<file path="config.mk">
export PLATFORM = sky130hd
export DESIGN_NAME = spi_slave_regif
export DESIGN_NICKNAME = d
export VERILOG_FILES = /design/src/rtl/spi_slave_regif.sv
export SDC_FILE = /design/constraint.sdc
export NUM_CORES = 1
export LEC_CHECK = 0
export ABC_AREA = 1
export CAP_MARGIN = 15
export CORE_MARGIN = 1
export CORE_UTILIZATION = 45
export CTS_BUF_LIST = sky130_fd_sc_hd__clkbuf_2 sky130_fd_sc_hd__clkbuf_4 sky130_fd_sc_hd__clkbuf_8
export CTS_CLUSTER_SIZE = 28
export DETAILED_ROUTE_END_ITERATION = 8
export GPL_ROUTABILITY_DRIVEN = 0
export MAX_ROUTING_LAYER = met4
export PLACE_DENSITY = 0.75
export SYNTH_ARGS = -nofsm -noshare
export SYNTH_HDL_FRONTEND = slang
export SYNTH_SLANG_ARGS = --single-unit
</file>
<file path="constraint.sdc">
create_clock -name clk -period 2.3 [get_ports clk]
set_input_delay 0.575 -clock clk [delete_from_list [all_inputs] [get_ports clk]]
set_output_delay 0.575 -clock clk [all_outputs]
set_load 0.02 [all_outputs]
</file>
<file path="src/rtl/spi_slave_regif.sv">
// spi_slave_regif
//   SPI mode-0 slave that bridges an external SPI master onto the register map.
//   SCLK/CS_N/MOSI are oversampled in the clk domain. A frame is a command byte
//   {rnw, addr} followed by one or more DATA_W-bit words, MSB first. The address
//   auto-increments for each word, so a frame can carry a burst of writes or reads.
//
// Ports
//   clk, rst          system clock, synchronous active-high reset
//   sclk, cs_n, mosi  SPI pins from the master (asynchronous to clk)
//   miso, miso_oe     SPI return data and its output enable (read data phase only)
//   wr_en/addr/data   1-cycle write strobe with address and data to the regmap
//   rd_en/addr        1-cycle read request to the regmap
//   rd_data           regmap read data, valid exactly 1 clk after rd_en
//   frame_err         1-cycle pulse when CS_N rises with a partial byte or word
//   busy              high while a frame is being processed
module spi_slave_regif #(
    parameter int ADDR_W   = 7,
    parameter int DATA_W   = 32,
    parameter int SYNC_STG = 2
) (
    input  logic              clk,
    input  logic              rst,
    input  logic              sclk,
    input  logic              cs_n,
    input  logic              mosi,
    output logic              miso,
    output logic              miso_oe,
    output logic              wr_en,
    output logic [ADDR_W-1:0] wr_addr,
    output logic [DATA_W-1:0] wr_data,
    output logic              rd_en,
    output logic [ADDR_W-1:0] rd_addr,
    input  logic [DATA_W-1:0] rd_data,
    output logic              frame_err,
    output logic              busy
);

    localparam int CMD_W = ADDR_W + 1;
    localparam int CNT_W = $clog2(DATA_W + 1);

    typedef enum logic [2:0] {
        WAIT_CS,
        IDLE,
        CMD,
        WR_DATA,
        RD_LOAD,
        RD_DATA
    } state_t;

    // ------------------------------------------------------------------
    // Input synchronizers. Chains clear to 0 so that a reset taken while
    // CS_N is low keeps reading "selected" until the master really lets go.
    // ------------------------------------------------------------------
    logic [2:0] pin_async;
    logic [2:0] pin_sync;

    assign pin_async = {sclk, cs_n, mosi};

    for (genvar gi = 0; gi < 3; gi++) begin : g_sync
        logic [SYNC_STG-1:0] chain_reg;
        always_ff @(posedge clk) begin
            if (rst) begin
                chain_reg <= '0;
            end else begin
                chain_reg <= {chain_reg[SYNC_STG-2:0], pin_async[gi]};
            end
        end
        assign pin_sync[gi] = chain_reg[SYNC_STG-1];
    end

    logic sclk_s, cs_n_s, mosi_s;
    logic sclk_d_reg, cs_n_d_reg;
    logic sclk_rise, sclk_fall, cs_fall, cs_rise;

    assign sclk_s = pin_sync[2];
    assign cs_n_s = pin_sync[1];
    assign mosi_s = pin_sync[0];

    always_ff @(posedge clk) begin
        if (rst) begin
            sclk_d_reg <= 1'b0;
            cs_n_d_reg <= 1'b0;
        end else begin
            sclk_d_reg <= sclk_s;
            cs_n_d_reg <= cs_n_s;
        end
    end

    assign sclk_rise = sclk_s & ~sclk_d_reg;
    assign sclk_fall = ~sclk_s & sclk_d_reg;
    assign cs_fall   = ~cs_n_s & cs_n_d_reg;
    assign cs_rise   = cs_n_s & ~cs_n_d_reg;

    // ------------------------------------------------------------------
    // Frame FSM and datapath
    // ------------------------------------------------------------------
    state_t             state_reg, state_next;
    logic [CNT_W-1:0]   bit_cnt_reg, bit_cnt_next;
    logic [DATA_W-1:0]  rx_reg, rx_next;
    logic [DATA_W-1:0]  tx_reg, tx_next;
    logic [ADDR_W-1:0]  addr_reg, addr_next;
    logic               sampled_reg, sampled_next;
    logic               miso_reg, miso_next;
    logic               miso_oe_reg, miso_oe_next;
    logic               wr_en_reg, wr_en_next;
    logic [ADDR_W-1:0]  wr_addr_reg, wr_addr_next;
    logic [DATA_W-1:0]  wr_data_reg, wr_data_next;
    logic               rd_en_reg, rd_en_next;
    logic [ADDR_W-1:0]  rd_addr_reg, rd_addr_next;
    logic               frame_err_reg, frame_err_next;
    logic [DATA_W-1:0]  rx_shift;

    assign rx_shift = {rx_reg[DATA_W-2:0], mosi_s};

    always_ff @(posedge clk) begin
        if (rst) begin
            state_reg     <= WAIT_CS;
            bit_cnt_reg   <= '0;
            rx_reg        <= '0;
            tx_reg        <= '0;
            addr_reg      <= '0;
            sampled_reg   <= 1'b0;
            miso_reg      <= 1'b0;
            miso_oe_reg   <= 1'b0;
            wr_en_reg     <= 1'b0;
            wr_addr_reg   <= '0;
            wr_data_reg   <= '0;
            rd_en_reg     <= 1'b0;
            rd_addr_reg   <= '0;
            frame_err_reg <= 1'b0;
        end else begin
            state_reg     <= state_next;
            bit_cnt_reg   <= bit_cnt_next;
            rx_reg        <= rx_next;
            tx_reg        <= tx_next;
            addr_reg      <= addr_next;
            sampled_reg   <= sampled_next;
            miso_reg      <= miso_next;
            miso_oe_reg   <= miso_oe_next;
            wr_en_reg     <= wr_en_next;
            wr_addr_reg   <= wr_addr_next;
            wr_data_reg   <= wr_data_next;
            rd_en_reg     <= rd_en_next;
            rd_addr_reg   <= rd_addr_next;
            frame_err_reg <= frame_err_next;
        end
    end

    always_comb begin
        state_next     = state_reg;
        bit_cnt_next   = bit_cnt_reg;
        rx_next        = rx_reg;
        tx_next        = tx_reg;
        addr_next      = addr_reg;
        sampled_next   = sampled_reg;
        miso_next      = miso_reg;
        miso_oe_next   = miso_oe_reg;
        wr_en_next     = 1'b0;
        wr_addr_next   = wr_addr_reg;
        wr_data_next   = wr_data_reg;
        rd_en_next     = 1'b0;
        rd_addr_next   = rd_addr_reg;
        frame_err_next = 1'b0;

        case (state_reg)
            WAIT_CS: begin
                if (cs_n_s) state_next = IDLE;
            end
            IDLE: begin
                if (cs_fall) begin
                    state_next   = CMD;
                    bit_cnt_next = '0;
                    rx_next      = '0;
                end
            end
            CMD: begin
                if (sclk_rise) begin
                    rx_next = rx_shift;
                    if (bit_cnt_reg == CNT_W'(CMD_W - 1)) begin
                        bit_cnt_next = '0;
                        addr_next    = rx_shift[ADDR_W-1:0];
                        if (rx_shift[CMD_W-1]) begin
                            rd_en_next   = 1'b1;
                            rd_addr_next = rx_shift[ADDR_W-1:0];
                            state_next   = RD_LOAD;
                        end else begin
                            state_next = WR_DATA;
                        end
                    end else begin
                        bit_cnt_next = bit_cnt_reg + CNT_W'(1);
                    end
                end
            end
            WR_DATA: begin
                if (sclk_rise) begin
                    rx_next = rx_shift;
                    if (bit_cnt_reg == CNT_W'(DATA_W - 1)) begin
                        bit_cnt_next = '0;
                        wr_en_next   = 1'b1;
                        wr_addr_next = addr_reg;
                        wr_data_next = rx_shift;
                        addr_next    = addr_reg + ADDR_W'(1);
                    end else begin
                        bit_cnt_next = bit_cnt_reg + CNT_W'(1);
                    end
                end
            end
            RD_LOAD: begin
                // First cycle here is the rd_en cycle; rd_data is valid on the next.
                if (!rd_en_reg) begin
                    tx_next      = rd_data;
                    miso_next    = rd_data[DATA_W-1];
                    miso_oe_next = 1'b1;
                    bit_cnt_next = '0;
                    sampled_next = 1'b0;
                    state_next   = RD_DATA;
                end
            end
            RD_DATA: begin
                // A fall only advances MISO after the master has sampled the
                // current bit on a rise; this skips the trailing fall of the
                // command byte, which arrives after the MSB is already driven.
                if (sclk_rise) begin
                    bit_cnt_next = bit_cnt_reg + CNT_W'(1);
                    sampled_next = 1'b1;
                end else if (sclk_fall && sampled_reg) begin
                    sampled_next = 1'b0;
                    if (bit_cnt_reg == CNT_W'(DATA_W)) begin
                        addr_next    = addr_reg + ADDR_W'(1);
                        rd_en_next   = 1'b1;
                        rd_addr_next = addr_reg + ADDR_W'(1);
                        state_next   = RD_LOAD;
                    end else begin
                        tx_next   = {tx_reg[DATA_W-2:0], 1'b0};
                        miso_next = tx_reg[DATA_W-2];
                    end
                end
            end
            default: state_next = WAIT_CS;
        endcase

        // Deselect ends the frame from any state; a partial unit is dropped.
        if (cs_rise) begin
            if ((state_reg == CMD || state_reg == WR_DATA || state_reg == RD_DATA) &&
                bit_cnt_reg != '0) begin
                frame_err_next = 1'b1;
            end
            state_next   = IDLE;
            bit_cnt_next = '0;
            sampled_next = 1'b0;
            miso_next    = 1'b0;
            miso_oe_next = 1'b0;
            wr_en_next   = 1'b0;
            rd_en_next   = 1'b0;
        end
    end

    assign miso      = miso_reg;
    assign miso_oe   = miso_oe_reg;
    assign wr_en     = wr_en_reg;
    assign wr_addr   = wr_addr_reg;
    assign wr_data   = wr_data_reg;
    assign rd_en     = rd_en_reg;
    assign rd_addr   = rd_addr_reg;
    assign frame_err = frame_err_reg;
    assign busy      = (state_reg != IDLE) && (state_reg != WAIT_CS);

endmodule
</file>
After elaboration in Yosys (flattened, before gate mapping)

Index checks and enable logic that the tools add are counted.
Widths: inputs -> output; s select.

Eq/ne operators: 33
Multiplexer cells: 57
Div/mod/pow operators: 0
Multipliers: 0
Order comparisons: 0
Shift operators: 0
Add/sub/neg operators: 2
Reduce and logical (&&, ||, !) cells: 27
Bitwise operators: 12

Operator list:

| operator            | count |
|---|---|
| $mux 31             | 6 |
| $pmux 31 s2         | 2 |
| $mux 7              | 10 |
| $mux 6              | 7 |
| $pmux 6 s5          | 1 |
| $ne 2x2->1 const B  | 14 |
| $mux 3              | 9 |
| $ne 3x3->1 const B  | 9 |
| $pmux 7 s3          | 1 |
| $pmux 3 s6          | 1 |
| $reduce_and 9->1    | 2 |
| $mux 1              | 16 |
| $pmux 7 s2          | 1 |
| $reduce_and 3->1    | 3 |
| $not 1->1           | 8 |
| $reduce_and 8->1    | 1 |
| $add 7x1->7 const B | 1 |
| $reduce_and 7->1    | 1 |
| $add 6x1->6 const B | 1 |
| $eq 3x2->1 const B  | 2 |
| $eq 3x3->1 const B  | 2 |
| $eq 6x3->1 const B  | 1 |
| $eq 6x5->1 const B  | 1 |
| $eq 6x6->1 const B  | 1 |
| 17 further kinds    | 30 |

Input bits: 37
Bits in registers: 138
Memories kept: 0
Output and inout port bits: 52
Memory bits (read-only): 0
Logic and storage cells: 151
RAM bits: 0
Bits in latches: 0

Depth between registers and ports, before layout

Word-level depth: 7
Depth in mapped cells: 12
Depth with buffers taken out: 11

Worst setup path before layout

No wires, ideal clock.

Path type: flip-flop to flip-flop
Start point: register state_reg[0]
End point: register bit_cnt_reg[0]
Cell stages (with the launch flop): 13
Library setup time: 116 ps
Period minus slack after synthesis: 1602 ps
Path slack: 698 ps
Data arrival time: 1486 ps
Required time: 2184 ps
Cells stage by stage: dfxtp_1 > buf_2 > nand2_1 > nor2_4 > inv_2 > buf_6 > nand2_1 > nand2_1 > nand2_1 > nor2_2 > inv_1 > o21ai_0 > nor2_1

Word-level cells in the longest chain between the ends: 3

Ends and longest elaborated chain:

| what                                                             | RTL line | RTL |
|---|---|---|
| start, declared                                                  | 97       | `state_t state_reg, state_next;` |
| start signal, assigned                                           | 132      | `state_reg <= state_next;` |
| $eq 3x2->1 (tied with other cells)                               | 165      | `case (state_reg)` |
| $reduce_bool 5->1 (no line) / $ne 2x2->1 (equally long branches) | n/a      |  |
| $reduce_and 6->1 (no line)                                       | n/a      |  |
| end signal, assigned                                             | 133      | `bit_cnt_reg <= bit_cnt_next;` |
| end, declared                                                    | 98       | `logic [CNT_W-1:0] bit_cnt_reg, bit_cnt_next;` |

Several ways; a longest one is shown, not always the timed one.
A chain may end at the register's enable or synchronous reset.

Worst setup path in the final report

Start point: register state_reg[2]
End point: output busy

Word-level cells in the longest chain between the ends: 2

Ends and longest elaborated chain:

| what                                                   | RTL line | RTL |
|---|---|---|
| $ne 3x1->1 / $reduce_bool 3->1 (equally long branches) | 266      | `assign busy = (state_reg != IDLE) && (state_reg != WAIT_CS);` |
| $logic_and 1x1->1 *                                    | 266      |  |
| end, declared                                          | 35       | `output logic busy` |

Every way passes the cells marked *; elsewhere a longest branch is shown, timed or not.

==> flow_summary_export.csv <==
group,metric,value,unit
placement,dp_hpwl,9380,µm
timing,relSlewSlack,0.637,
global_route,grt_max_degree,37,
hold_path,hold_path_class,"reg -> reg",
clocking,clk_path_buf_depth,2,
detailed_routing,viasPerCell,5.01,
timing,drv_slew,0,
clocking,clock_sinks,138,
timing,tightest_slew,543,ps
pwr,powerDensity,755,nW/µm²
worst_setup_path,cp_cell_sequence,"inv_1 -> nand2_1 -> dlygate4sd2_1",
floorplan,row_count,41,
logic_synthesis,synth_edf_count,0,
floorplan,io_pins,89,
clocking,root_buffer,"clkbuf_8",
clocking,cts_tree,"built",
pwr,power,5600,µW
clocking,cts_hold_buf,0,
hold_path,whs_path_depth,2,
pwr,ir_drop,0.399,mV
hold_path,hold_path_end,"g_sync[1].chain_reg[1]",
worst_setup_path,timing.rr.end,"addr_reg[1]",
floorplan,die_w,117,µm
finish,num_antenna_cells,0,
logic_synthesis,ys_top_cells_by_area,"dfxtp_1 (46%), nand2_1 (12%), nor2_1 (11%)",
worst_setup_path,worstSetupStartpointType,"flip-flop",
finish,drive_gt1_frac,0.0738,
finish,nets,978,
worst_setup_path,endpoint_kind,"output port",
detailed_routing,routedWlPerCell,12.3,µm
timing,fin_crit,2060,ps
worst_setup_path,critPathMaxStageDelay,360,ps
clocking,cts.reportedPaths.clkPinSlew,80,ps
logic_synthesis,synth_fp_nets,899,
worst_setup_path,r2r-start,"state_reg[0]",
detailed_routing,dr_total_vias,5611,
timing,period_share,0.897,
logic_synthesis,synth_commonest_cells,"nand2_1 (185), nor2_1 (173), dfxtp_1 (138), o21ai_0 (99), a21oi_1 (63)",
finish,multi_input_area,2780,µm²
floorplan,die_area,13700,µm²
finish,seqCellArea,2770,µm²
clocking,clk_latency,460,ps
clocking,htree_num_levels,4,
detailed_routing,drt-initial-drc-count,473,
logic_synthesis,yosysTopAreaCell,"dfxtp_1",
logic_synthesis,syn_area,5950,µm²
clocking,numCtsBuffers,17,
logic_synthesis,yosysMostFrequentCell,"nand2_1",
logic_synthesis,syn_area_per_cell,6.95,µm²
hold_path,hp-start,"g_sync[1].chain_reg[0]",
timing,fin_tns_setup,0,ps
global_route,antenna_found_initial,0,
status,status,"finished clean",
timing,clock_skew,15.1,ps
timing,fmaxAchievable,484,MHz
detailed_routing,routed_wl,13800,µm
detailed_routing,drt-pass1-iter-count,6,
job,maxCapViolCount,0,
logic_synthesis,yosysWarnings,0,
logic_synthesis,yosys_register_bits,138,
global_route,grt_pass1_wl,22800,µm
floorplan,die_h,117,µm
logic_synthesis,synth_top_cell_area_share,0.464,
worst_setup_path,slowest_stage,"dfxtp_2",
worst_setup_path,crit_fanout,8,
timing,hold_viol,0,
worst_setup_path,reg2regPathDepth,9,
worst_setup_path,rrSetupSlack,340,ps
global_route,grt_pass1_vias,4828,
placement,io_buffers,88,
timing,finalSetupViolCount,0,
global_route,grt_overflow_total,0,
logic_synthesis,yosysSeqAreaShare,0.464,
timing,rsz0062_at_grt,"no",
detailed_routing,final_antenna_net_count,0,
global_route,grtUsageTotal,0.221,
detailed_routing,drc_errors,0,
floorplan,core-area,12800,µm²
finish,largest_reg_flops,32,
logic_synthesis,synth_cell_types,31,
floorplan,start_util,0.466,
logic_synthesis,syn_inst,857,
worst_setup_path,crit_arrival,1490,ps
finish,area_delta_synth_final,24.5,%
pwr,power_leakage,0.00291,µW
worst_setup_path,critPathRequiredTime,1730,ps
finish,n_fill_cell,1193,
logic_synthesis,synthFlopType,"dfxtp_1",
worst_setup_path,critPathKind,"reg -> out",
logic_synthesis,async_flop_share,0,
==> stage by stage <==
| step | hold slack (ps) | cell area, µm² | utilization | setup slack (ps) | std cells |
|---|---|---|---|---|---|
| 4_1_cts | 406 | 7410 | 0.580 | 211 | 1120 |
| 5_1_grt | 426 | 7410 | 0.580 | 156 | 1120 |
| 2_1_floorplan | 388 | 5950 | - | 698 | 857 |
| 6_report | 405 | 7410 | 0.580 | 236 | 1120 |
| 3_5_place_dp | 396 | 6980 | 0.547 | 331 | 1089 |
| 3_3_place_gp | 389 | 6980 | 0.547 | 332 | 1089 |
==> power breakdown <==
group          internal (µW)  leakage (µW)  switching (µW)  total (µW)
combinational            325       0.00159             625         950
sequential              2470       0.00112            89.0        2560
clock                   1170      0.000212             923        2090
total                   3960       0.00291            1640        5600
==> worst max-delay path, delay by kind of cell (launching register included) <==
family | cells | cell delay [ps]
buffers and inverters | 2 | 530
and+or+nand+nor | 1 | 130
DFF | 1 | 360
==> worst max-delay path by stage <==
stage | start | endpoint | slack (ps) | depth (start not counted)
finish | state_reg[2] | busy | 240 | 3
global route | bit_cnt_reg[1] | wr_data[6] | 160 | 8
floorplan | state_reg[0] | bit_cnt_reg[0] | 700 | 12
CTS | rd_en | rd_en | 210 | 1
detailed placement | rst | wr_addr[4] | 330 | 5
global placement | rst | frame_err | 330 | 5
==> cells in the final DEF, fill, tap and decap left out <==
master,count
a211oi_1,5
a21oi_1,63
a21oi_2,1
a31oi_1,2
and3_1,1
buf_12,1
buf_4,19
bufinv_16,3
clkbuf_4,1
clkbuf_8,20
clkdlybuf4s50_1,87
clkinv_1,3
clkinv_2,2
clkinv_4,2
clkinvlp_4,2
dfxtp_1,136
dfxtp_2,2
dlygate4sd2_1,1
ha_1,5
inv_1,42
inv_2,4
inv_6,1
nand2_1,185
nand2_2,3
nand3_1,60
nand3_2,2
nand3b_1,1
nand4_1,3
nor2_1,173
nor2_2,5
nor2_4,2
nor3_1,2
o21a_1,1
o21ai_0,99
o21ai_1,5
xnor2_1,1
xor2_1,3
==> per-layer routing <==
| metal | up-vias | wire (µm) | global-route usage |
|---|---|---|---|
| li1 | 2920 | - | - |
| met1 | 2497 | 6720 | 0.293 |
| met2 | 172 | 6190 | 0.331 |
| met3 | 22 | 627 | 0.0489 |
| met4 | 0 | 240 | 0.0776 |
| met5 | - | 0 | - |
==> timing repair <==
action	CTS	global route
hold endpoints to repair	0	0
gates resized for setup	3	0
endpoints found under the setup margin	1	0
buffers inserted	0	0
==> kinds of logic (layout without fill, tap and decap cells) <==
kind of cell,Yosys count,after routing,synth area share
adder cells (fa/ha/maj),5,5,0.0105
XOR/XNOR,4,4,0.00589
AND/OR/NAND/NOR,437,437,0.299
buffers and inverters,97,188,0.0691
flip-flops,138,138,0.464
AO/OA/AOI/OAI,176,176,0.152
==> layout make-up <==
type                    instances  share of cell area
inverters                      49              0.0248
flip-flops and latches        138               0.373
repair buffers                108               0.141
multi-input cells             622               0.375
clock inverters                10              0.0191
clock buffers                  21              0.0382
well taps                     172              0.0290
Note: power is estimated with default switching activity, not from simulation.
==> variant, RTL diff (same flow settings) <==
Register the output `rd_addr` once more; this adds one clock of latency there. The other outputs are not delayed to match.
--- a/src/rtl/spi_slave_regif.sv
+++ b/src/rtl/spi_slave_regif.sv
@@ -261,7 +261,9 @@
     assign wr_addr   = wr_addr_reg;
     assign wr_data   = wr_data_reg;
     assign rd_en     = rd_en_reg;
-    assign rd_addr   = rd_addr_reg;
+    always_ff @(posedge clk) begin
+        rd_addr <= rd_addr_reg;
+    end
     assign frame_err = frame_err_reg;
     assign busy      = (state_reg != IDLE) && (state_reg != WAIT_CS);
 
Behaviour: same outputs for any inputs over 10 cycles, from zero or initial values and one cycle with rst high; that may be too few to reach the edited logic, so the function may still have changed.
==> variant against the original RTL <==
Final area is 3.0% higher. Total power is 7.8% higher. Non-clock buffer count is 5 lower. Worst setup slack worse by 0.038 ns. Via count is 2.4% higher. Sequential cell count is 7 higher. Routed wire length is 3.7% higher. Critical path depth is 2 lower. Register-to-register slack hardly changed. Area after synthesis is 4.0% higher. Critical path type unchanged.
==> variant: results (changes against the original RTL) <==
yosys:
  synth_nets: 926  # +3.0%
  ys_dominant_reg_cell: "dfxtp_1"
  synth_cell_type_count: 31  # unchanged
  yosys-top-cells-count: "nand2_1, nor2_1, dfxtp_1"
  synth_seq_area_share_pct: 46.9  # +0.49 points
  syn_inst: 884  # +3.2%
  synth.area.top_cells: "dfxtp_1, nand2_1, nor2_1, o21ai_0, a21oi_1"
  synthArstFlopShare_pct: 0  # unchanged
  yosysWarnings: 0  # unchanged
clocking:
  cts_max_path_buffers: 2  # unchanged
  postCtsSetupBuffers: 0  # unchanged
  clk_pin_slew_ns: 0.08  # about the same
  worstSkewPairLatency_ns: 0.46  # about the same
  root_buffer: "clkbuf_8"
  cts.repair.resized: 2  # -1
  cts_made_buffers: 17  # unchanged
run_status:
  outcome: "completed"
timing:
  clock_skew_ns: 0.00980  # -0.00530 ns
  slew_headroom_pct: 69.4  # +5.7 points
layout:
  fin_nets: 1003  # +2.6%
  drive_above_1_share_pct: 7.49  # +0.11 points
  largest_reg_flops: 32  # unchanged
  diodes: 0  # unchanged
drt:
  drtIter0Drc: 429  # -9.3%
  num_vias: 5744  # +2.4%
  wl_per_cell_um: 12.4  # +1.0%
  wirelength_mm: 14.3  # +3.7%
  drt-pass1-iter-count: 4  # -2
hold_path:
  hold_start: "rd_addr_reg[4]"
  hp-class: "reg -> reg"
  hold_depth: 0  # -2
  worstHoldEndpoint: "rd_addr[4]"
global_route:
  use_met2_pct: 32.4  # -0.65 points
  grt_max_degree: 63  # +70%
  antenna_found_initial: 0  # unchanged
  grt_first_pass_wirelength_mm: 23.7  # +3.9%
  gr-usage-all-layers_pct: 21.4  # -0.68 points
  gr-usage-met1_pct: 27.6  # -1.7 points
  grt_pass1_vias: 4945  # +2.4%
  use_met3_pct: 5.32  # +0.42 points
worst_setup_path:
  crit_fanout: 4  # -4
  r2r_cells: 7  # -2
  critPathSlowestCell: "clkdlybuf4s50_1"
  cp.arrival_ns: 1.53  # +0.04 ns
  rr_endpoint: "tx_reg[0]"
  slowest_delay_ns: 0.64  # +0.28 ns
placement:
  placed_cells: 1118  # +2.7%
  hpwl_mm: 9.46  # +0.89%
  io_buffers: 88  # unchanged
die:
  die_area_um2: 14200  # +3.9%
power:
  p_leak_nw: 3.14  # +7.8%
  vdd_ir_drop_max_v: 0.000427  # +7.1%
==> variant: changes by cell type in the layout (fill, tap and decap cells not counted), sizes merged, moves of 2 or more <==
cell / before / now
o21ai: 104 / 100
buf: 20 / 15
nor2: 180 / 197
nand4: 3 / 6
nor3: 2 / 0
dfxtp: 138 / 145
nand3: 62 / 59
a21oi: 64 / 57
xor2: 3 / 0
nand2: 188 / 202
inv: 47 / 57
==> variant: report_power, final <==
part           switching [W]  leakage [nW]  internal, W  total (W)
sequential          0.000132          1.17      0.00264    0.00278
clock               0.000980         0.209      0.00106    0.00204
combinational       0.000818          1.76     0.000403    0.00122
==> variant: how the worst max path moves through the flow <==
stage            endpoint         start  slack [ns]  cells after the start
4_1_cts              busy  state_reg[2]        0.03                      3
5_1_grt             rd_en         rd_en        0.13                      1
6_report            rd_en         rd_en        0.20                      1
3_3_place_gp         busy  state_reg[1]        0.40                      3
3_5_place_dp    tx_reg[0]  state_reg[0]        0.40                      7
2_1_floorplan  tx_reg[10]  state_reg[0]        0.74                     12
==> variant: cell families (layout without fill, tap and decap cells) <==
group	count (synthesis)	after routing	share of synthesized area, %
simple gates	467	467	31.1
compound gates	165	165	13.7
flops	145	145	46.9
buf+inv	100	190	6.97
fa+ha+maj	5	5	1.01
xor+xnor	2	2	0.283
==> variant: per-layer routing <==
| layer | share of wire [%] | vias to the layer above |
|---|---|---|
| li1 | - | 2988 |
| met5 | 0 | - |
| met2 | 46 | 158 |
| met1 | 48 | 2575 |
| met3 | 5.3 | 23 |
| met4 | 1.4 | 0 |
==> variant: final cells by class <==
| type | count | area, um2 |
|---|---|---|
| Fill cell | 1289 | 5720 |
| Sequential cell | 145 | 2910 |
| Multi-Input combinational cell | 639 | 2860 |
| Timing Repair Buffer | 103 | 1030 |
| Clock buffer | 21 | 277 |
| Tap cell | 176 | 220 |
| Inverter | 55 | 209 |
| Clock inverter | 11 | 129 |
==> variant: stage by stage <==
stage	hold slack, ns	setup slack [ns]	instance area [um2]
after CTS	0.355	0.0254	7630
after global placement	0.331	0.395	7220
after global routing	0.351	0.130	7630
after detailed placement	0.340	0.401	7220
final	0.347	0.198	7630
after floorplan	0.326	0.738	6190
